File: config.mk
export PLATFORM = sky130hd
export DESIGN_NAME = trace_sequencer_flat
export DESIGN_NICKNAME = d
export VERILOG_FILES = /design/src/rtl/trace_sequencer_if.sv /design/src/rtl/trace_sequencer.sv /design/src/flat_wrapper.sv
export SDC_FILE = /design/constraint.sdc
export NUM_CORES = 1
export LEC_CHECK = 0
export CORE_MARGIN = 3
export CORE_UTILIZATION = 50
export CTS_CLUSTER_SIZE = 10
export DETAILED_ROUTE_END_ITERATION = 7
export PLACE_DENSITY = 0.77
export REMOVE_ABC_BUFFERS = 1
export SLEW_MARGIN = 20
export SYNTH_ARGS = -nofsm -noshare
export SYNTH_HDL_FRONTEND = slang
export SYNTH_SLANG_ARGS = --single-unit
File: constraint.sdc
create_clock -name Clk -period 2.4 [get_ports Clk]
set_input_delay 0.24 -clock Clk [delete_from_list [all_inputs] [get_ports Clk]]
set_output_delay 0.24 -clock Clk [all_outputs]
set_load 0.01 [all_outputs]
File: src/rtl/trace_sequencer_if.sv
// trace_sequencer_if
//   Bundles the two buses the trace sequencer sits between:
//     - trace store lookup: InstructionNumber out, BranchAddress/BranchResult
//       back with one clock of read latency.
//     - predictor port: PredValid/PredAddress request with PredReady accept,
//       PredRespValid/Prediction response, and the one-cycle Update* strobe.
//   Handshake: a request transfers on a rising edge where PredValid and
//   PredReady are both 1; once PredValid rises it stays high with PredAddress
//   unchanged until that edge. PredRespValid is a single-cycle qualifier for
//   Prediction. UpdateValid qualifies the Update* fields for exactly one cycle.
//   Modports: master = trace_sequencer, slave = store/predictor side.
interface trace_sequencer_if #(
  parameter int ADDRESS_SIZE           = 8,
  parameter int INSTRUCTION_INDEX_SIZE = 22
);
  logic [INSTRUCTION_INDEX_SIZE-1:0] InstructionNumber;
  logic [ADDRESS_SIZE-1:0]           BranchAddress;
  logic                              BranchResult;
  logic                              PredValid;
  logic [ADDRESS_SIZE-1:0]           PredAddress;
  logic                              PredReady;
  logic                              PredRespValid;
  logic                              Prediction;
  logic                              UpdateValid;
  logic [ADDRESS_SIZE-1:0]           UpdateAddress;
  logic                              UpdateTaken;
  logic                              UpdateMispredict;

  modport master (
    output InstructionNumber, PredValid, PredAddress,
           UpdateValid, UpdateAddress, UpdateTaken, UpdateMispredict,
    input  BranchAddress, BranchResult, PredReady, PredRespValid, Prediction
  );

  modport slave (
    input  InstructionNumber, PredValid, PredAddress,
           UpdateValid, UpdateAddress, UpdateTaken, UpdateMispredict,
    output BranchAddress, BranchResult, PredReady, PredRespValid, Prediction
  );
endinterface

File: src/rtl/trace_sequencer.sv
// trace_sequencer
//   Trace-driven initiator for branch-predictor evaluation. Walks trace index
//   0 .. TRAINING_DATA_SIZE-1; for each entry it reads the store, issues a
//   prediction request, waits for the response, then emits a one-cycle update
//   carrying the true outcome. Branch and mispredict counts saturate.
//
// Ports
//   Clk, reset        : rising-edge clock, synchronous active-high reset
//   Start             : single-cycle run request (honoured in IDLE/DONE only)
//   bus (master)      : trace store lookup + predictor request/update bus
//   Busy              : run in progress (FETCH..UPD)
//   Done              : run complete, held until Start or reset
//   Error             : watchdog abort flag (0 when watchdog not built)
//   BranchCount       : branches completed in this run
//   MispredictCount   : mispredicted branches in this run
//   dbg_state         : current FSM state encoding
//
// Optional feature
//   TRACE_SEQ_WATCHDOG_EN : adds an 8-bit stall watchdog on REQ/RESP that
//   aborts the run to DONE with Error=1.
module trace_sequencer #(
  parameter int ADDRESS_SIZE           = 8,
  parameter int TRAINING_DATA_SIZE     = 3898078,
  parameter int INSTRUCTION_INDEX_SIZE = $clog2(TRAINING_DATA_SIZE),
  parameter int COUNT_WIDTH            = 32
) (
  input  logic                   Clk,
  input  logic                   reset,
  input  logic                   Start,
  trace_sequencer_if.master      bus,
  output logic                   Busy,
  output logic                   Done,
  output logic                   Error,
  output logic [COUNT_WIDTH-1:0] BranchCount,
  output logic [COUNT_WIDTH-1:0] MispredictCount,
  output logic [2:0]             dbg_state
);

  typedef enum logic [2:0] {
    S_IDLE  = 3'd0,
    S_FETCH = 3'd1,
    S_WAIT  = 3'd2,
    S_REQ   = 3'd3,
    S_RESP  = 3'd4,
    S_UPD   = 3'd5,
    S_DONE  = 3'd6
  } state_t;

  localparam logic [INSTRUCTION_INDEX_SIZE-1:0] LAST_IDX =
    INSTRUCTION_INDEX_SIZE'(TRAINING_DATA_SIZE - 1);

  state_t                            state_q, state_d;
  logic [INSTRUCTION_INDEX_SIZE-1:0] idx_q, idx_d;
  logic [ADDRESS_SIZE-1:0]           addr_q, addr_d;
  logic                              taken_q, taken_d;
  logic                              pred_q, pred_d;
  logic [COUNT_WIDTH-1:0]            bcnt_q, bcnt_d;
  logic [COUNT_WIDTH-1:0]            mcnt_q, mcnt_d;

  logic pred_valid;
  logic upd_valid;
  logic mispredict;
  logic start_run;

`ifdef TRACE_SEQ_WATCHDOG_EN
  // The counter starts at 0 on entry, so aborting when it already holds 254
  // gives exactly 255 stalled cycles in the state before the abort.
  localparam logic [7:0] WD_LAST = 8'd254;
  logic [7:0] wd_q, wd_d;
  logic       err_q, err_d;
`endif

  assign start_run  = Start && ((state_q == S_IDLE) || (state_q == S_DONE));
  assign mispredict = pred_q ^ taken_q;

  always_comb begin
    state_d    = state_q;
    idx_d      = idx_q;
    addr_d     = addr_q;
    taken_d    = taken_q;
    pred_d     = pred_q;
    bcnt_d     = bcnt_q;
    mcnt_d     = mcnt_q;
    pred_valid = 1'b0;
    upd_valid  = 1'b0;
`ifdef TRACE_SEQ_WATCHDOG_EN
    wd_d       = wd_q;
    err_d      = err_q;
`endif

    case (state_q)
      S_IDLE, S_DONE: begin
        if (Start) state_d = S_FETCH;
      end
      // Index is already stable; the store registers its data at this edge.
      S_FETCH: state_d = S_WAIT;
      S_WAIT: begin
        addr_d  = bus.BranchAddress;
        taken_d = bus.BranchResult;
        state_d = S_REQ;
`ifdef TRACE_SEQ_WATCHDOG_EN
        wd_d    = 8'd0;
`endif
      end
      S_REQ: begin
        pred_valid = 1'b1;
        if (bus.PredReady) begin
          state_d = S_RESP;
`ifdef TRACE_SEQ_WATCHDOG_EN
          wd_d    = 8'd0;
`endif
        end else begin
`ifdef TRACE_SEQ_WATCHDOG_EN
          if (wd_q == WD_LAST) begin
            state_d = S_DONE;
            err_d   = 1'b1;
          end else begin
            wd_d = wd_q + 8'd1;
          end
`endif
        end
      end
      // Responses are only meaningful here; PredRespValid elsewhere is ignored.
      S_RESP: begin
        if (bus.PredRespValid) begin
          pred_d  = bus.Prediction;
          state_d = S_UPD;
        end else begin
`ifdef TRACE_SEQ_WATCHDOG_EN
          if (wd_q == WD_LAST) begin
            state_d = S_DONE;
            err_d   = 1'b1;
          end else begin
            wd_d = wd_q + 8'd1;
          end
`endif
        end
      end
      S_UPD: begin
        upd_valid = 1'b1;
        if (bcnt_q != {COUNT_WIDTH{1'b1}}) bcnt_d = bcnt_q + 1'b1;
        if (mispredict && (mcnt_q != {COUNT_WIDTH{1'b1}})) mcnt_d = mcnt_q + 1'b1;
        if (idx_q == LAST_IDX) begin
          state_d = S_DONE;
        end else begin
          idx_d   = idx_q + 1'b1;
          state_d = S_FETCH;
        end
      end
      default: state_d = S_IDLE;
    endcase

    // A new run always starts from index 0 with clean statistics.
    if (start_run) begin
      idx_d  = '0;
      bcnt_d = '0;
      mcnt_d = '0;
`ifdef TRACE_SEQ_WATCHDOG_EN
      err_d  = 1'b0;
`endif
    end
  end

  always_ff @(posedge Clk) begin
    if (reset) begin
      state_q <= S_IDLE;
      idx_q   <= '0;
      addr_q  <= '0;
      taken_q <= 1'b0;
      pred_q  <= 1'b0;
      bcnt_q  <= '0;
      mcnt_q  <= '0;
`ifdef TRACE_SEQ_WATCHDOG_EN
      wd_q    <= 8'd0;
      err_q   <= 1'b0;
`endif
    end else begin
      state_q <= state_d;
      idx_q   <= idx_d;
      addr_q  <= addr_d;
      taken_q <= taken_d;
      pred_q  <= pred_d;
      bcnt_q  <= bcnt_d;
      mcnt_q  <= mcnt_d;
`ifdef TRACE_SEQ_WATCHDOG_EN
      wd_q    <= wd_d;
      err_q   <= err_d;
`endif
    end
  end

  // Data outputs are gated by their qualifiers so idle/reset reads as all-zero.
  assign bus.InstructionNumber = idx_q;
  assign bus.PredValid         = pred_valid;
  assign bus.PredAddress       = pred_valid ? addr_q : '0;
  assign bus.UpdateValid       = upd_valid;
  assign bus.UpdateAddress     = upd_valid ? addr_q : '0;
  assign bus.UpdateTaken       = upd_valid & taken_q;
  assign bus.UpdateMispredict  = upd_valid & mispredict;

  assign Busy            = (state_q == S_FETCH) || (state_q == S_WAIT) ||
                           (state_q == S_REQ)   || (state_q == S_RESP) ||
                           (state_q == S_UPD);
  assign Done            = (state_q == S_DONE);
  assign BranchCount     = bcnt_q;
  assign MispredictCount = mcnt_q;
  assign dbg_state       = state_q;

`ifdef TRACE_SEQ_WATCHDOG_EN
  assign Error = err_q;
`else
  assign Error = 1'b0;
`endif

endmodule

File: src/flat_wrapper.sv
// flat-port wrapper written by rule: the top's interface ports become plain ports
module trace_sequencer_flat 
#(
  parameter int ADDRESS_SIZE           = 8,
  parameter int TRAINING_DATA_SIZE     = 3898078,
  parameter int INSTRUCTION_INDEX_SIZE = $clog2(TRAINING_DATA_SIZE),
  parameter int COUNT_WIDTH            = 32
)
  (Clk, reset, Start, Busy, Done, Error, BranchCount, MispredictCount, dbg_state, bus_InstructionNumber, bus_PredValid, bus_PredAddress, bus_UpdateValid, bus_UpdateAddress, bus_UpdateTaken, bus_UpdateMispredict, bus_BranchAddress, bus_BranchResult, bus_PredReady, bus_PredRespValid, bus_Prediction);
  trace_sequencer_if #(.ADDRESS_SIZE(ADDRESS_SIZE), .INSTRUCTION_INDEX_SIZE(INSTRUCTION_INDEX_SIZE)) bus_i ();
  input  logic Clk;
  input  logic reset;
  input  logic Start;
  output logic Busy;
  output logic Done;
  output logic Error;
  output logic [COUNT_WIDTH-1:0] BranchCount;
  output logic [COUNT_WIDTH-1:0] MispredictCount;
  output logic [2:0] dbg_state;
  output wire logic [$bits(bus_i.InstructionNumber)-1:0] bus_InstructionNumber;
  output wire logic [$bits(bus_i.PredValid)-1:0] bus_PredValid;
  output wire logic [$bits(bus_i.PredAddress)-1:0] bus_PredAddress;
  output wire logic [$bits(bus_i.UpdateValid)-1:0] bus_UpdateValid;
  output wire logic [$bits(bus_i.UpdateAddress)-1:0] bus_UpdateAddress;
  output wire logic [$bits(bus_i.UpdateTaken)-1:0] bus_UpdateTaken;
  output wire logic [$bits(bus_i.UpdateMispredict)-1:0] bus_UpdateMispredict;
  input wire logic [$bits(bus_i.BranchAddress)-1:0] bus_BranchAddress;
  input wire logic [$bits(bus_i.BranchResult)-1:0] bus_BranchResult;
  input wire logic [$bits(bus_i.PredReady)-1:0] bus_PredReady;
  input wire logic [$bits(bus_i.PredRespValid)-1:0] bus_PredRespValid;
  input wire logic [$bits(bus_i.Prediction)-1:0] bus_Prediction;
  assign bus_InstructionNumber = bus_i.InstructionNumber;
  assign bus_PredValid = bus_i.PredValid;
  assign bus_PredAddress = bus_i.PredAddress;
  assign bus_UpdateValid = bus_i.UpdateValid;
  assign bus_UpdateAddress = bus_i.UpdateAddress;
  assign bus_UpdateTaken = bus_i.UpdateTaken;
  assign bus_UpdateMispredict = bus_i.UpdateMispredict;
  assign bus_i.BranchAddress = bus_BranchAddress;
  assign bus_i.BranchResult = bus_BranchResult;
  assign bus_i.PredReady = bus_PredReady;
  assign bus_i.PredRespValid = bus_PredRespValid;
  assign bus_i.Prediction = bus_Prediction;
  trace_sequencer #(.ADDRESS_SIZE(ADDRESS_SIZE), .TRAINING_DATA_SIZE(TRAINING_DATA_SIZE), .INSTRUCTION_INDEX_SIZE(INSTRUCTION_INDEX_SIZE), .COUNT_WIDTH(COUNT_WIDTH)) u_core (.Clk(Clk), .reset(reset), .Start(Start), .bus(bus_i), .Busy(Busy), .Done(Done), .Error(Error), .BranchCount(BranchCount), .MispredictCount(MispredictCount), .dbg_state(dbg_state));
endmodule
==> results.json <==
{
  "fin_crit_sh_pct": 94.8,
  "holdWs_ns": 0.497,
  "diodes": 0,
  "die_area_um2": 11300,
  "clkSinkCount": 99,
  "port_buffers": 125,
  "synthTopCellsByArea": "dfxtp_1 (39%), a21oi_1 (6.5%), or3_1 (5.6%)",
  "setup_viol": 0,
  "yosys_warnings": 0,
  "worst_pin_slew_ns": 0.622,
  "synth_seq_area_share_pct": 39.5,
  "dp.cells": 875,
  "grt_pass1_wl_um": 23500,
  "overflow": 0,
  "yosys-top-cells-count": "dfxtp_1 (99), a21oi_1 (65), o21ai_0 (48)",
  "multi_input_area_um2": 2870,
  "crit_path_end_kind": "output port",
  "ys_types": 50,
  "status": "complete, no violations",
  "grt_max_degree": 31,
  "yosysTopAreaCell": "dfxtp_1",
  "skew_ns": 0.0160,
  "synth_area_um2": 5020,
  "numCtsBuffers": 9,
  "syn_avg_cell_area_um2": 8.08,
  "synthToLayoutAreaGrowth_pct": 35.7,
  "worstSetupPathType": "reg2out",
  "ys_seq_elements": 99,
  "final_max_slew_viol_count": 0,
  "ant_nets": 0,
  "final_nets": 779,
  "drive_above_1_share_pct": 8.12,
  "slew_headroom_pct": 58.4,
  "cts_root_buf": "clkbuf_8",
  "max-vdd-ir-drop_uv": 354,
  "power.leakage_nw": 2.16,
  "cts.reportedPaths.clkPinSlew_ns": 0.09,
  "start_kind": "flop",
  "r2r-start": "u_core.MispredictCount[0]$_SDFFE_PP0P_",
  "cp_max_fo": 9,
  "gp_congestion": 0.857,
  "min_from": "bus_BranchAddress[3]",
  "num_vias": 5331,
  "initial_utilization_pct": 52.8,
  "die_h_um": 106,
  "dp_hpwl_um": 10600,
  "drt_iter0_markers": 262,
  "grt_pass1_vias": 5072,
  "track_usage_pct": 24.8,
  "rows": 35,
  "powerDensity_nw_per_um2": 457,
  "drt_wl_total_um": 14300,
  "cts_max_path_buffers": 2,
  "worstPathRequired_ns": 2.16,
  "hold_class": "in2reg",
  "clock_latency_ns": 0.36,
  "fin_cells": 893,
  "fin_crit_ns": 2.28,
  "wl_per_cell_um": 16.0,
  "synth_edf_count": 0,
  "fill_cells": 777,
  "yosysMostFrequentCell": "dfxtp_1",
  "synthFlopType": "dfxtp_1",
  "cp.arrival_ns": 2.04,
  "vias_per_cell": 5.97,
  "die_w_um": 106,
  "drc": 0,
  "antenna_found_initial": 0,
  "synth_top_area_share_pct": 39.5,
  "synthCells": 621,
  "finalHoldViolations": 0,
  "seq_area_um2": 1980,
  "timing.fmax_ghz": 0.439,
  "cp-startpoint": "u_core.dbg_state[0]$_SDFFE_PP0P_",
  "pin_count": 127,
  "htreeDepth": 3,
  "coreArea_um2": 9500,
  "synthArstFlopShare_pct": 0,
  "maxCapViolations": 0,
  "tritoncts": "done",
  "firstDrtPassIters": 5
}
-- timing repair --
| action | in CTS | in global routing |
|---|---|---|
| buffers inserted | 0 | 3 |
| endpoints found under the setup margin | 0 | 8 |
| hold buffers | 0 | 0 |
| resized for setup | 0 | 5 |
-- metrics by stage --
stage,setup slack [ns],power (mW),area [um^2],utilization [%],setup TNS (ns)
after detailed placement,0.136,1.95,6550,69.0,0
after global routing,-0.00428,3.21,6810,71.7,-0.00428
after global placement,0.252,1.94,6550,69.0,0
final,0.124,3.11,6810,71.7,0
after CTS,0.123,3.12,6770,71.2,0
after floorplan,-0.500,1.82,4900,-,-10.45
-- power by group --
part           switching (mW)  internal [mW]
registers              0.0111           1.66
clock network           0.578          0.612
logic                   0.144          0.109
total                   0.732           2.38
-- final cells by class --
| class | count | area share, % |
|---|---|---|
| clock inverter | 4 | 1.10 |
| multi-input combinational | 476 | 42.2 |
| timing repair buffer | 157 | 22.2 |
| inverter | 17 | 0.992 |
| clock buffer | 11 | 2.08 |
| sequential | 99 | 29.1 |
| tap | 129 | 2.37 |
-- cells by family after synthesis --
logic type | after synthesis | share of synthesized area, %
compound gates | 159 | 18.9
xor+xnor | 14 | 2.44
fa+ha+maj | 4 | 0.997
buf+inv | 46 | 3.74
flops | 99 | 39.5
mux | 11 | 2.19
other cells | 1 | 0.0747
simple gates | 287 | 32.2
-- per-layer routing --
metal	global-route usage [%]	part of all wire, %
met1	29.0	41
met2	45.7	52
met5	0	0
met3	4.80	5.9
met4	7.12	1.5
-- sequential cells by signal (all words and copies together), names as in the netlist --
signal	flops
u_core.pred_q	1
u_core.MispredictCount	32
u_core.dbg_state	3
u_core.taken_q	1
u_core.addr_q	8
u_core.BranchCount	32
u_core.bus.InstructionNumber	22
-- worst max-delay path, stage by stage (launching register included) --
cell             delay (ns)
dfxtp_1                0.37
buf_6                  0.15
clkinvlp_4             0.12
nor3_1                 0.19
buf_4                  0.18
and2_1                 0.13
clkdlybuf4s50_1        0.54
-- worst paths after layout --
kind	to	slack, ns	cells past startpoint
min	u_core.addr_q[3]$_SDFFE_PP0P_	0.50	3
min reg2reg	u_core.MispredictCount[27]$_SDFFE_PP0P_	0.50	2
max	bus_PredAddress[1]	0.12	6
max reg2reg	u_core.MispredictCount[30]$_SDFFE_PP0P_	0.17	6
-- cells in the final DEF, fill, tap and decap left out, types with 21 or more instances in the layout --
cell / synthesis / final
or3_1: 45 / 45
and2_1: 24 / 24
a21oi_1: 65 / 65
o21ai_0: 48 / 48
nand2_1: 45 / 45
or4_1: 25 / 25
clkdlybuf4s50_1: 0 / 124
nand3_1: 42 / 42
dfxtp_1: 99 / 99
nand4_1: 21 / 21
buf_4: 1 / 30
nor2_1: 34 / 34
No activity file was read; power rests on OpenSTA's default activity.
